`src/rtl/keypad_scan_controller.sv`:
```
// 4x4 keypad scanner: synchronizes and debounces the rows, walks the columns to locate a single
// pressed key, and queues one 4-bit code per press in a small valid/ready FIFO.
module keypad_scan_controller #(
   parameter int unsigned DEBOUNCE_CYCLES = 16,
   parameter int unsigned SCAN_DWELL      = 4,
   parameter int unsigned FIFO_DEPTH      = 4
) (
   input  logic       clock,
   input  logic       reset,
   input  logic [3:0] Row,
   input  logic       scan_en,
   output logic [3:0] Col,
   output logic [3:0] key_code,
   output logic       key_valid,
   input  logic       key_ready,
   output logic [4:0] fifo_count,
   output logic       overflow,
   input  logic       clear_ovf,
   output logic       ghost
);

   localparam int unsigned PtrW      = (FIFO_DEPTH > 1) ? $clog2(FIFO_DEPTH) : 1;
   localparam logic [7:0]  DebLast   = 8'(DEBOUNCE_CYCLES - 1);
   localparam logic [7:0]  DwellLast = 8'(SCAN_DWELL - 1);
   localparam logic [4:0]  Depth     = 5'(FIFO_DEPTH);

   typedef enum logic [2:0] {StIdle, StDebPress, StScan, StPush, StWaitRel} state_e;

   state_e     state_q;
   logic [3:0] row_meta_q, row_s_q;
   logic [7:0] cnt_q, dwell_q;
   logic [1:0] col_idx_q;
   logic [3:0] code_q;
   logic       ghost_q;

   logic       row_any, row_one;
   logic [1:0] row_idx;

   always_ff @(posedge clock or negedge reset) begin
      if (!reset) begin
         row_meta_q <= 4'h0;
         row_s_q    <= 4'h0;
      end else begin
         row_meta_q <= Row;
         row_s_q    <= row_meta_q;
      end
   end

   assign row_any = |row_s_q;
   // Power-of-two test: a single set bit clears to zero when ANDed with itself minus one.
   assign row_one = row_any && ((row_s_q & (row_s_q - 4'd1)) == 4'h0);

   always_comb begin
      row_idx = 2'd0;
      case (row_s_q)
         4'b0010: row_idx = 2'd1;
         4'b0100: row_idx = 2'd2;
         4'b1000: row_idx = 2'd3;
         default: row_idx = 2'd0;
      endcase
   end

   always_ff @(posedge clock or negedge reset) begin
      if (!reset) begin
         state_q   <= StIdle;
         cnt_q     <= 8'd0;
         dwell_q   <= 8'd0;
         col_idx_q <= 2'd0;
         code_q    <= 4'h0;
         ghost_q   <= 1'b0;
      end else begin
         ghost_q <= 1'b0;
         if (!scan_en) begin
            state_q   <= StIdle;
            cnt_q     <= 8'd0;
            dwell_q   <= 8'd0;
            col_idx_q <= 2'd0;
         end else begin
            unique case (state_q)
               StIdle: begin
                  cnt_q <= 8'd0;
                  if (row_any) state_q <= StDebPress;
               end
               StDebPress: begin
                  if (!row_any) begin
                     state_q <= StIdle;
                     cnt_q   <= 8'd0;
                  end else if (cnt_q == DebLast) begin
                     state_q   <= StScan;
                     cnt_q     <= 8'd0;
                     col_idx_q <= 2'd0;
                     dwell_q   <= 8'd0;
                  end else begin
                     cnt_q <= cnt_q + 8'd1;
                  end
               end
               StScan: begin
                  if (dwell_q != DwellLast) begin
                     dwell_q <= dwell_q + 8'd1;
                  end else begin
                     dwell_q <= 8'd0;
                     if (row_one) begin
                        code_q  <= {row_idx, col_idx_q};
                        state_q <= StPush;
                     end else if (row_any) begin
                        ghost_q <= 1'b1;
                        cnt_q   <= 8'd0;
                        state_q <= StWaitRel;
                     end else if (col_idx_q != 2'd3) begin
                        col_idx_q <= col_idx_q + 2'd1;
                     end else begin
                        state_q <= StIdle;
                     end
                  end
               end
               StPush: begin
                  cnt_q   <= 8'd0;
                  state_q <= StWaitRel;
               end
               StWaitRel: begin
                  if (row_any) begin
                     cnt_q <= 8'd0;
                  end else if (cnt_q == DebLast) begin
                     cnt_q   <= 8'd0;
                     state_q <= StIdle;
                  end else begin
                     cnt_q <= cnt_q + 8'd1;
                  end
               end
               default: state_q <= StIdle;
            endcase
         end
      end
   end

   always_comb begin
      Col = 4'h0;
      if (scan_en) Col = (state_q == StScan) ? (4'b0001 << col_idx_q) : 4'b1111;
   end

   assign ghost = ghost_q;

   // Key-code FIFO
   logic [3:0]      mem_q [FIFO_DEPTH];
   logic [PtrW-1:0] wr_ptr_q, rd_ptr_q;
   logic [4:0]      count_q, count_d;
   logic            ovf_q, ovf_d;
   logic            push_req, push, pop, full;

   assign full     = (count_q == Depth);
   assign push_req = (state_q == StPush) && scan_en;
   assign pop      = key_valid && key_ready;
   // A pop in the same cycle frees a slot, so a full FIFO still accepts the code.
   assign push     = push_req && (!full || pop);

   always_comb begin
      count_d = count_q;
      case ({push, pop})
         2'b10:   count_d = count_q + 5'd1;
         2'b01:   count_d = count_q - 5'd1;
         default: count_d = count_q;
      endcase
      ovf_d = ovf_q;
      if (push_req && full && !pop) ovf_d = 1'b1;
      else if (clear_ovf)           ovf_d = 1'b0;
   end

   always_ff @(posedge clock) begin
      if (push) mem_q[wr_ptr_q] <= code_q;
   end

   always_ff @(posedge clock or negedge reset) begin
      if (!reset) begin
         wr_ptr_q <= '0;
         rd_ptr_q <= '0;
         count_q  <= 5'd0;
         ovf_q    <= 1'b0;
      end else begin
         if (push) wr_ptr_q <= wr_ptr_q + PtrW'(1);
         if (pop)  rd_ptr_q <= rd_ptr_q + PtrW'(1);
         count_q <= count_d;
         ovf_q   <= ovf_d;
      end
   end

   assign key_valid  = (count_q != 5'd0);
   assign key_code   = key_valid ? mem_q[rd_ptr_q] : 4'h0;
   assign fifo_count = count_q;
   assign overflow   = ovf_q;

endmodule

```
`config.mk`:
```
export PLATFORM = sky130hd
export DESIGN_NAME = keypad_scan_controller
export DESIGN_NICKNAME = d
export VERILOG_FILES = /design/src/rtl/keypad_scan_controller.sv
export SDC_FILE = /design/constraint.sdc
export NUM_CORES = 1
export LEC_CHECK = 0
export BUFFER_PORTS_ARGS = -buffer_cell sky130_fd_sc_hd__buf_2
export CAP_MARGIN = 25
export CORE_ASPECT_RATIO = 1.5
export CORE_MARGIN = 4
export CORE_UTILIZATION = 30
export DETAILED_ROUTE_END_ITERATION = 12
export PLACE_DENSITY = 0.43
export SLEW_MARGIN = 20
export SYNTH_ARGS = -nofsm -noshare
export SYNTH_HDL_FRONTEND = slang
export SYNTH_SLANG_ARGS = --single-unit
```
`constraint.sdc`:
```
create_clock -name clock -period 3.4 [get_ports clock]
set_input_delay 0.17 -clock clock [delete_from_list [all_inputs] [get_ports clock]]
set_output_delay 0.17 -clock clock [all_outputs]
set_load 0.03 [all_outputs]
```
After elaboration in Yosys (flattened, before gate mapping). Memory sizes are Yosys's and may differ from the RTL's. Cells that the tools add are included.

Flip-flop bits (word level): 44. Bits of input ports: 9. Output and inout port bits: 16. Bits in writable memories: 16. Memories: 1. Word-level logic and storage cells: 118.

Memory list: mem_q (depth 4, width 4, rd ports 1, clocked after memory_dff 0, wr ports 1, RTL line 144) `logic [3:0] mem_q [FIFO_DEPTH];`.

Bitwise logic cells: 2. Muxes and demuxes: 46. Eq/ne operators: 27. Shift-type cells: 1. Add/subtract/negate cells: 8. Reduce and logical (&&, ||, !) cells: 21.

Operator list (number): 2-to-1 mux 8 bit (11); case mux 8 bit (4 select lines) (1); 2-to-1 mux 3 bit (10); inequality test 3 bit (second input constant) (10); adder 8 x 1 -> 8 bit (second input constant) (2); case mux 8 bit (2 select lines) (1); case mux 3 bit (5 select lines) (1); 2-to-1 mux 2 bit (7); 2-to-1 mux 4 bit (3); case mux 5 bit (2 select lines) (1); 2-to-1 mux 1 bit (9); equality test 8 x 4 -> 1 bit (second input constant) (1); inequality test 8 x 2 -> 1 bit (second input constant) (1); AND reduction 4 bit (2); AND reduction 7 bit (1); adder 2 x 1 -> 2 bit (second input constant) (3); equality test 3 x 2 -> 1 bit (second input constant) (2); logical AND 1 bit (6); case mux 2 bit (3 select lines) (1); AND reduction 6 bit (1); adder 5 x 1 -> 5 bit (second input constant) (1); equality test 5 x 3 -> 1 bit (second input constant) (1); inequality test 5 x 2 -> 1 bit (second input constant) (1); inequality test 5 bit (second input constant) (1); 25 further kinds (27).

Depth between registers and ports, before layout. Gate-level depths: netlist (run 1).

Depth after elaboration: 8. Gate-level depth with buffers: 10. Mapped depth without buffers: 10.

Worst setup path after synthesis (run 1). OpenSTA, ideal clock, no wires.

Path type: flip-flop to flip-flop. Start: register count_q[1], in the netlist fifo_count[1]. End: register count_q[4], in the netlist fifo_count[4]. Buffers on the path: 0. Data required time: 3.264 ns. Arrival time: 2.772 ns. Period minus slack after synthesis: 2.908 ns. Stages on the path, launching flop included: 11. Setup time: 0.136 ns. Path slack: 0.492 ns. Path through: dfrtp_1 > nor4_1 > nand2_1 > nand3_1 > inv_1 > ha_1 > nor2b_1 > o21a_1 > o211ai_1 > o31ai_1 > xor2_1.

Word-level cells in the longest chain between the ends: 6. Elaborated cells on any way between the ends: 12. Those cells by class: add/sub (2); eq/ne (3); mux (1); reduce/logical (6).

Ends and longest elaborated chain: from (decl) (RTL line 146) `logic [4:0] count_q, count_d;`; from (signal assigned) (RTL line 181) `count_q <= count_d;`; nonzero test 5 bit (*) (RTL line 186) `assign key_valid = (count_q != 5'd0);`; named net key_valid (RTL line 14) `output logic key_valid,`; logical AND 1 bit (*) (RTL line 152) `assign pop = key_valid && key_ready;`; logical OR 1 bit (RTL line 154) `assign push = push_req && (!full || pop);`; logical AND 1 bit (RTL line 154); equality test 2 x 1 -> 1 bit / equality test 2 bit (equally long branches) (RTL line 158) `case ({push, pop})`; case mux 5 bit (2 select lines) / nonzero test 2 bit (equally long branches).

The timed path passes the listed nets; every way through them passes the cells marked *. A chain may end at the register's enable or synchronous reset.

Worst setup path in the final report (run 1).
Start: register count_q[1], in the netlist fifo_count[1]. End: register count_q[4], in the netlist fifo_count[4].

Word-level cells in the longest chain between the ends: 6. Elaborated cells on any way between the ends: 12. Those cells by class: add/sub (2); eq/ne (3); mux (1); reduce/logical (6).

Ends and longest elaborated chain (RTL line): equality test 5 x 3 -> 1 bit / nonzero test 5 bit (equally long branches) (150, 186); logical NOT 1 bit / logical AND 1 bit (equally long branches) (154, 152); logical OR 1 bit (154); logical AND 1 bit (154); equality test 2 x 1 -> 1 bit / equality test 2 bit (equally long branches) (158); case mux 5 bit (2 select lines) / nonzero test 2 bit (equally long branches).

Parallel ways exist; a longest one is shown, timed or not.

==> results of run 1 <==
worst max-delay path: cells and delay by family (launching register included):
kind / cells / cell delay, ns
AO/OA/AOI/OAI: 3 / 0.45
XOR/XNOR: 1 / 0.15
adder cells (fa/ha/maj): 1 / 0.32
buffers and inverters: 1 / 0.10
flip-flops: 1 / 0.42
AND/OR/NAND/NOR: 4 / 1.29
layout make-up:
cell class / instances / area (sq um) / area share
clock buffers: 12 / 258 / 0.0709
clock inverters: 4 / 47.5 / 0.0131
inverters: 18 / 67.6 / 0.0186
multi-input cells: 176 / 1340 / 0.368
flip-flops and latches: 60 / 1580 / 0.435
well taps: 115 / 144 / 0.0396
repair buffers: 31 / 198 / 0.0544
sequential cells by signal (all words and copies together) (netlist names):
register    flops
state_q         3
col_idx_q       2
rd_ptr_q        2
dwell_q         8
cnt_q           8
overflow        1
mem_q          16
ghost           1
fifo_count      5
row_meta_q      4
code_q          4
row_s_q         4
wr_ptr_q        2
cells in the final DEF, fill, tap and decap left out, types with 5 or more instances in the layout:
cell / count
sky130_fd_sc_hd__dlygate4sd3_1: 5
sky130_fd_sc_hd__xnor2_1: 6
sky130_fd_sc_hd__nand2_1: 17
sky130_fd_sc_hd__buf_2: 24
sky130_fd_sc_hd__ha_1: 13
sky130_fd_sc_hd__nor2b_1: 5
sky130_fd_sc_hd__or3_1: 6
sky130_fd_sc_hd__clkbuf_16: 10
sky130_fd_sc_hd__inv_1: 18
sky130_fd_sc_hd__o221ai_1: 6
sky130_fd_sc_hd__o21a_1: 6
sky130_fd_sc_hd__dfrtp_1: 44
sky130_fd_sc_hd__and2_1: 8
sky130_fd_sc_hd__o21ai_0: 16
sky130_fd_sc_hd__nor2_1: 8
sky130_fd_sc_hd__nand3_1: 10
sky130_fd_sc_hd__edfxtp_1: 16
cell families (layout without fill, tap and decap cells):
| group | count (synthesis) | count (layout) | share of synthesized area |
|---|---|---|---|
| flops | 60 | 60 | 0.518 |
| simple gates | 85 | 85 | 0.162 |
| buf+inv | 28 | 65 | 0.0427 |
| mux | 13 | 13 | 0.0660 |
| xor+xnor | 9 | 9 | 0.0258 |
| compound gates | 54 | 54 | 0.122 |
| fa+ha+maj | 15 | 15 | 0.0632 |
power by group through the flow:
stage,sequential (W),combinational (W),clock (W)
2_1_floorplan,0.000911,0.000343,0
3_3_place_gp,0.000886,0.000511,0
3_5_place_dp,0.000888,0.000515,0
4_1_cts,0.000876,0.000522,0.000948
5_1_grt,0.000886,0.000562,0.000977
6_report,0.000873,0.000509,0.000924
worst max path at each step:
stage	slack [ns]	from	endpoint	depth (start not counted)
2_1_floorplan	0.49	fifo_count[1]	fifo_count[4]	10
3_3_place_gp	0.61	fifo_count[1]	fifo_count[4]	10
3_5_place_dp	0.50	fifo_count[1]	fifo_count[4]	10
4_1_cts	0.49	fifo_count[1]	fifo_count[4]	10
5_1_grt	0.32	fifo_count[1]	fifo_count[4]	10
6_report	0.54	fifo_count[1]	fifo_count[4]	10
routing by layer:
metal / vias up / track usage / wire length (um)
met2: 33 / 0.201 / 3380
met1: 1024 / 0.136 / 2680
li1: 1038 / - / -
met4: 0 / 0.0664 / 150
met5: - / 0 / 0
met3: 11 / 0.0217 / 180
timing repair:
action / CTS / global route
endpoints found under the hold margin: 27 / 0
resized for setup: 0 / 0
hold buffers: 5 / 0
metrics by stage:
step / std cells / setup slack [ns]
finish: 416 / 0.545
global route: 416 / 0.320
CTS: 416 / 0.491
detailed placement: 395 / 0.504
global placement: 394 / 0.611
floorplan: 264 / 0.492
==> metrics.csv, run 1 <==
stage,metric,value,unit
worst_hold_path,worst hold path class,input port to flip-flop,
critical_path,maximum single-stage delay on the critical path,0.64,ns
global_route,maximum number of pins on one net before global-route repair,25,
pwr,Logic pwr share,0.221,
clock_network,maximum level of the CTS H-tree,3,
drt,Detailed Route WL,6390,um
worst_hold_path,Hold Crit Endpoint,overflow,
placement,post-place instance area,3280,sq um
critical_path,critical path endpoint category,flip-flop,
synthesis,syn_area_per_cell,11.6,sq um
synthesis,Post-Synthesis Cell Area,3050,sq um
placement,total half-perimeter wirelength after legalization and detailed placement,4640,um
clock_network,CTS root buffer,sky130_fd_sc_hd__clkbuf_16,
drt,DR iter-0 viols,63,
critical_path,cell type of the slowest stage on the worst timing path,sky130_fd_sc_hd__nor4_1,
worst_hold_path,HP Start,clear_ovf,
global_route,total grt overflow,0,
drt,DR DRC count,0,
pwr,portion of total power attributed to the clock network,0.401,
pwr,part of the total power dissipated in sequential elements,0.378,
drt,first drt pass iteration count,4,
sta,min Tclk post-route,2.86,ns
synthesis,"EDFF count, synth",16,
die,Cell Rows,44,
synthesis,most common cell in the netlist,sky130_fd_sc_hd__dfrtp_1,
global_route,Tot GR Track Use,0.117,
synthesis,"Top FF cell, synth",sky130_fd_sc_hd__dfrtp_1,
final_layout,number of nets in the final layout,319,
clock_network,number of buffers between clock root and the deepest sink,2,
synthesis,post-synthesis register bit count,60,
synthesis,top cells by area in the synthesized netlist,"sky130_fd_sc_hd__dfrtp_1 (36%), sky130_fd_sc_hd__edfxtp_1 (16%), sky130_fd_sc_hd__ha_1 (5.3%)",
clock_network,TritonCTS clock tree,yes,
synthesis,post-synthesis cell type count,58,
final_layout,final core area utilization,0.371,
die,Die ar.,11900,sq um
global_route,antenna violations before repair,0,
synthesis,share of async-settable or async-resettable flops after synthesis,0.733,
final_layout,fraction of layout cells with a size suffix above 1,0.186,
final_layout,# diodes,0,
die,Initial Utilization,0.311,
final_layout,number of filler cells placed in the layout,964,
sta,fmax,350,MHz
sta,Final Max Tran Viols,0,
critical_path,type of the worst setup path,flip-flop to flip-flop,
clock_network,post-CTS setup-driven buffer insertion count,0,
critical_path,worst-path maximum fanout,7,
pwr,switching power summed over all nets,0.000694,W
critical_path,endpoint arrival time on the critical path,3.05,ns
status,result of the run,"complete, no violations",
sta,final-report setup violation count,0,
critical_path,worst reg2reg path depth,10,
sta,Worst Hold Margin,0.0321,ns
synthesis,post-synth top area share,0.361,
drt,vias,2106,
global_route,global-route wire length before repair,11100,um
sta,final hold violation count,0,
drt,WL/cell,15.4,um
placement,count of buffers inserted at the top-level ports,24,
placement,placer's final routability congestion estimate,0.746,
die,Core Area,9800,sq um
critical_path,crit start category,flip-flop,
sta,part of the cycle the worst path needs,0.840,
drt,vias per std cell,5.06,
synthesis,net count after synthesis,287,
synthesis,leading post-synthesis cells by instance count,"sky130_fd_sc_hd__dfrtp_1 (44), sky130_fd_sc_hd__inv_1 (18), sky130_fd_sc_hd__nand2_1 (17), sky130_fd_sc_hd__edfxtp_1 (16), sky130_fd_sc_hd__o21ai_0 (16)",
clock_network,clk sinks,60,
critical_path,Required @ worst endpoint,3.59,ns
final_layout,area delta synth->final,19.2,%
clock_network,latest clock arrival within the worst-skew pair,0.32,ns
final_layout,post-route cell area,3630,sq um
pwr,total power per unit cell area,634,nW/um^2
synthesis,largest area contributor in the synthesized netlist,sky130_fd_sc_hd__dfrtp_1,
pwr,peak supply drop,242,uV
synthesis,sequential fraction of the synthesis area,0.518,
die,total I/O pin count,25,
flow_run,number of max-cap violations,0,
worst_hold_path,Min-Delay Path Depth,2,
pwr,switching power share of the total,0.301,
sta,Setup Total Neg Slack,0,ns
drt,Antenna Violating Nets Remaining,0,
die,width of the die,90.3,um
sta,slew at the pin closest to its max-slew limit,0.859,ns
critical_path,FF-to-FF setup slack,0.54,ns
critical_path,"Cell Chain, Critical Path","nor4_1, nand2_1, nand3_1, inv_1, ha_1, nor2b_1, o21a_1, o211ai_1, o31ai_1, xor2_1",
critical_path,start of the worst register-to-register path,fifo_count[1],
global_route,number of global-route vias before repair,2167,
sta,headroom to the max-slew limit,0.424,
synthesis,instance count of the mapped netlist,264,
clock_network,number of buffers inserted during clock tree synthesis,9,
die,height of the chip,132,um
critical_path,Crit Reg-Reg Endpoint,fifo_count[4],
pwr,post-layout total power,0.00231,W
sta,setup repair after global routing missed its margin,false,
pwr,leakage component of the power,1.53,nW
synthesis,count of warnings emitted by yosys,0,
sta,Setup Skew,0.00521,ns
clock_network,clk slew on worst S/H paths,0.05,ns
pwr,internal power consumption,0.00161,W
(Power assumes the default switching activity.)
==> run 2, diff against run 1 <==
--- a/config.mk
+++ b/config.mk
@@ -11,7 +11,7 @@
 export CORE_MARGIN = 4
 export CORE_UTILIZATION = 30
 export DETAILED_ROUTE_END_ITERATION = 12
-export PLACE_DENSITY = 0.43
+export PLACE_DENSITY = 0.44
 export SLEW_MARGIN = 20
 export SYNTH_ARGS = -nofsm -noshare
 export SYNTH_HDL_FRONTEND = slang
==> constraint.sdc (replaced) <==
create_clock -name clock -period 2.57 [get_ports clock]
set_input_delay 0.1285 -clock clock [delete_from_list [all_inputs] [get_ports clock]]
set_output_delay 0.1285 -clock clock [all_outputs]
set_load 0.03 [all_outputs]
==> run 2 against run 1 <==
- fmax up 22%
- critical endpoint unchanged
- power up 35%
- highest routed layer unchanged
- sequential share of layout area down 1.2 points
- first-iteration DRC count up 7.9%
- clock skew up 0.0015 ns
- count of clock-buffer cells in the layout down 1
- global-route usage down 0.064 points
- sequential cell count unchanged
- register-to-register slack worse by 0.32 ns
==> metrics.csv, run 2 (same netlist as run 1, synthesis figures left out) <==
stage,metric,value,unit,change
status,result of the run,"complete, no violations",,
sta,Final Max Tran Viols,0,,unchanged
sta,min Tclk post-route,2.34,ns,-0.512 ns
sta,Setup Skew,0.00668,ns,+0.00146 ns
critical_path,Buf/Inv on CP,1,,unchanged
placement,placer's final routability congestion estimate,0.783,,+5.0%
clock_network,post-CTS resize count,0,,unchanged
global_route,total grt overflow,0,,unchanged
placement,count of buffers inserted at the top-level ports,24,,unchanged
drt,WL/cell,14.7,um,-4.5%
die,width of the die,90.3,um,unchanged
final_layout,fraction of layout cells with a size suffix above 1,0.215,,+0.0294
pwr,peak supply drop,339,uV,+40%
die,total I/O pin count,25,,unchanged
drt,DR iter-0 viols,68,,+7.9%
clock_network,TritonCTS clock tree,yes,,
final_layout,"leading cell type in the layout, fill and taps excluded",sky130_fd_sc_hd__dfrtp_1,,
sta,setup repair after global routing missed its margin,false,,
global_route,maximum number of pins on one net before global-route repair,24,,-4.0%
final_layout,number of filler cells placed in the layout,980,,+1.7%
worst_hold_path,worst hold path class,input port to flip-flop,,
pwr,Logic pwr share,0.223,,+0.002
drt,DR DRC count,0,,unchanged
clock_network,CTS root buffer,sky130_fd_sc_hd__clkbuf_16,,
drt,vias per std cell,5.01,,-1.1%
pwr,portion of total power attributed to the clock network,0.400,,about the same
clock_network,post-CTS setup-driven buffer insertion count,0,,unchanged
pwr,leakage component of the power,1.58,nW,+3.3%
global_route,global-route wire length before repair,11100,um,+0.13%
sta,final-report setup violation count,0,,unchanged
clock_network,number of buffers inserted during clock tree synthesis,9,,unchanged
final_layout,Top reg by flops,mem_q,,
die,Initial Utilization,0.311,,unchanged
clock_network,clk sinks,60,,unchanged
critical_path,maximum single-stage delay on the critical path,0.43,ns,-0.21 ns
critical_path,critical path endpoint category,flip-flop,,
critical_path,crit start category,flip-flop,,
placement,total half-perimeter wirelength after legalization and detailed placement,4710,um,+1.6%
critical_path,type of the worst setup path,flip-flop to flip-flop,,
clock_network,maximum level of the CTS H-tree,3,,unchanged
pwr,part of the total power dissipated in sequential elements,0.378,,about the same
clock_network,latest clock arrival within the worst-skew pair,0.32,ns,about the same
final_layout,# diodes,0,,unchanged
critical_path,endpoint arrival time on the critical path,2.54,ns,-0.51 ns
pwr,total power per unit cell area,832,nW/um^2,+31%
final_layout,area delta synth->final,22.4,%,
die,Die ar.,11900,sq um,unchanged
final_layout,Largest regs,"mem_q (16), cnt_q (8), dwell_q (8)",,
clock_network,number of buffers between clock root and the deepest sink,2,,unchanged
global_route,Tot GR Track Use,0.116,,-0.000643
placement,worst setup slack before clock tree synthesis,0.229,ns,-0.275 ns
sta,headroom to the max-slew limit,0.652,,+0.228
sta,least setup slack across all paths after layout,0.227,ns,-0.318 ns
critical_path,worst-path maximum fanout,5,,-2
drt,Antenna Violating Nets Remaining,0,,unchanged
critical_path,largest delay contributor family on the critical path,simple AND/OR/NAND/NOR gates,,
critical_path,"Cell Chain, Critical Path","nor4_4, nand2_2, nand3_1, inv_1, ha_1, nor2b_1, o21a_1, o211ai_1, o31ai_1, xor2_1",,
global_route,number of global-route vias before repair,2199,,+1.5%
pwr,post-layout total power,0.00311,W,+35%
sta,fmax,427,MHz,+22%
drt,vias,2133,,+1.3%
pwr,internal power consumption,0.00219,W,+36%
sta,slew at the pin closest to its max-slew limit,0.521,ns,-0.337 ns
drt,first drt pass iteration count,4,,unchanged
critical_path,cell type of the slowest stage on the worst timing path,sky130_fd_sc_hd__dfrtp_1,,
final_layout,final core area utilization,0.381,,+0.0102
global_route,antenna violations before repair,0,,unchanged
pwr,switching power share of the total,0.296,,-0.00539
drt,Detailed Route WL,6250,um,-2.2%
clock_network,count of hold buffers inserted by post-cts repair,6,,+1
sta,Setup Total Neg Slack,0,ns,unchanged
die,Core Area,9800,sq um,unchanged
die,height of the chip,132,um,unchanged
flow_run,number of max-cap violations,0,,unchanged
final_layout,number of nets in the final layout,329,,+3.1%
sta,final hold violation count,0,,unchanged
final_layout,number of flip-flops under the largest register name,16,,unchanged
sta,part of the cycle the worst path needs,0.912,,+0.0720
critical_path,Required @ worst endpoint,2.76,ns,-0.83 ns
final_layout,"commonest non-fill, non-tap cells in the layout","sky130_fd_sc_hd__dfrtp_1 (44), sky130_fd_sc_hd__buf_2 (24), sky130_fd_sc_hd__inv_1 (18)",,
die,Cell Rows,44,,unchanged
pwr,switching power summed over all nets,0.000919,W,+32%
clock_network,clk slew on worst S/H paths,0.05,ns,about the same
run 2: layout make-up:
class | count | area [sq um] | area share
clock inverters | 5 | 77.6 | 0.0208
flip-flops and latches | 60 | 1580 | 0.423
clock buffers | 11 | 233 | 0.0623
repair buffers | 41 | 275 | 0.0737
well taps | 115 | 144 | 0.0385
inverters | 18 | 67.6 | 0.0181
multi-input cells | 176 | 1360 | 0.363
run 2: power groups by stage:
stage	sequential [W]	clock [W]	combinational, W
after floorplan	0.00122	0	0.000464
after global placement	0.00119	0	0.000704
after detailed placement	0.00120	0	0.000694
after CTS	0.00118	0.00129	0.000707
after global routing	0.00119	0.00133	0.000769
final	0.00117	0.00124	0.000692
run 2: layer usage:
metal,track usage,vias up,wire [um]
met4,0.0503,0,89
li1,-,1051,-
met5,0,-,0
met1,0.129,1041,2560
met3,0.0309,8,198
met2,0.208,33,3400
run 2: worst min-delay path, stage by stage:
cell and delay [ns]:
sky130_fd_sc_hd__buf_2 0.12, sky130_fd_sc_hd__nand3_1 0.08, sky130_fd_sc_hd__xnor2_1 0.06
run 2: path summary, 6_finish.rpt:
check | start | end | slack, ns | depth (start not counted)
min reg2reg | row_meta_q[1] | row_s_q[1] | 0.35 | 0
max reg2reg | fifo_count[1] | fifo_count[4] | 0.23 | 10
min | key_ready | rd_ptr_q[1] | 0.11 | 3
max | fifo_count[1] | fifo_count[4] | 0.23 | 10
max in group asynchronous | reset | cnt_q[0] | 1.75 | 3
min in group asynchronous | reset | row_meta_q[2] | 0.31 | 2
run 2: per-stage QoR:
stage,area (sq um),std cells,hold WS (ns)
2_1_floorplan,3070,264,-0.167
3_3_place_gp,3340,403,0.237
3_5_place_dp,3360,404,0.144
4_1_cts,3730,426,0.100
5_1_grt,3730,426,0.118
6_report,3730,426,0.109
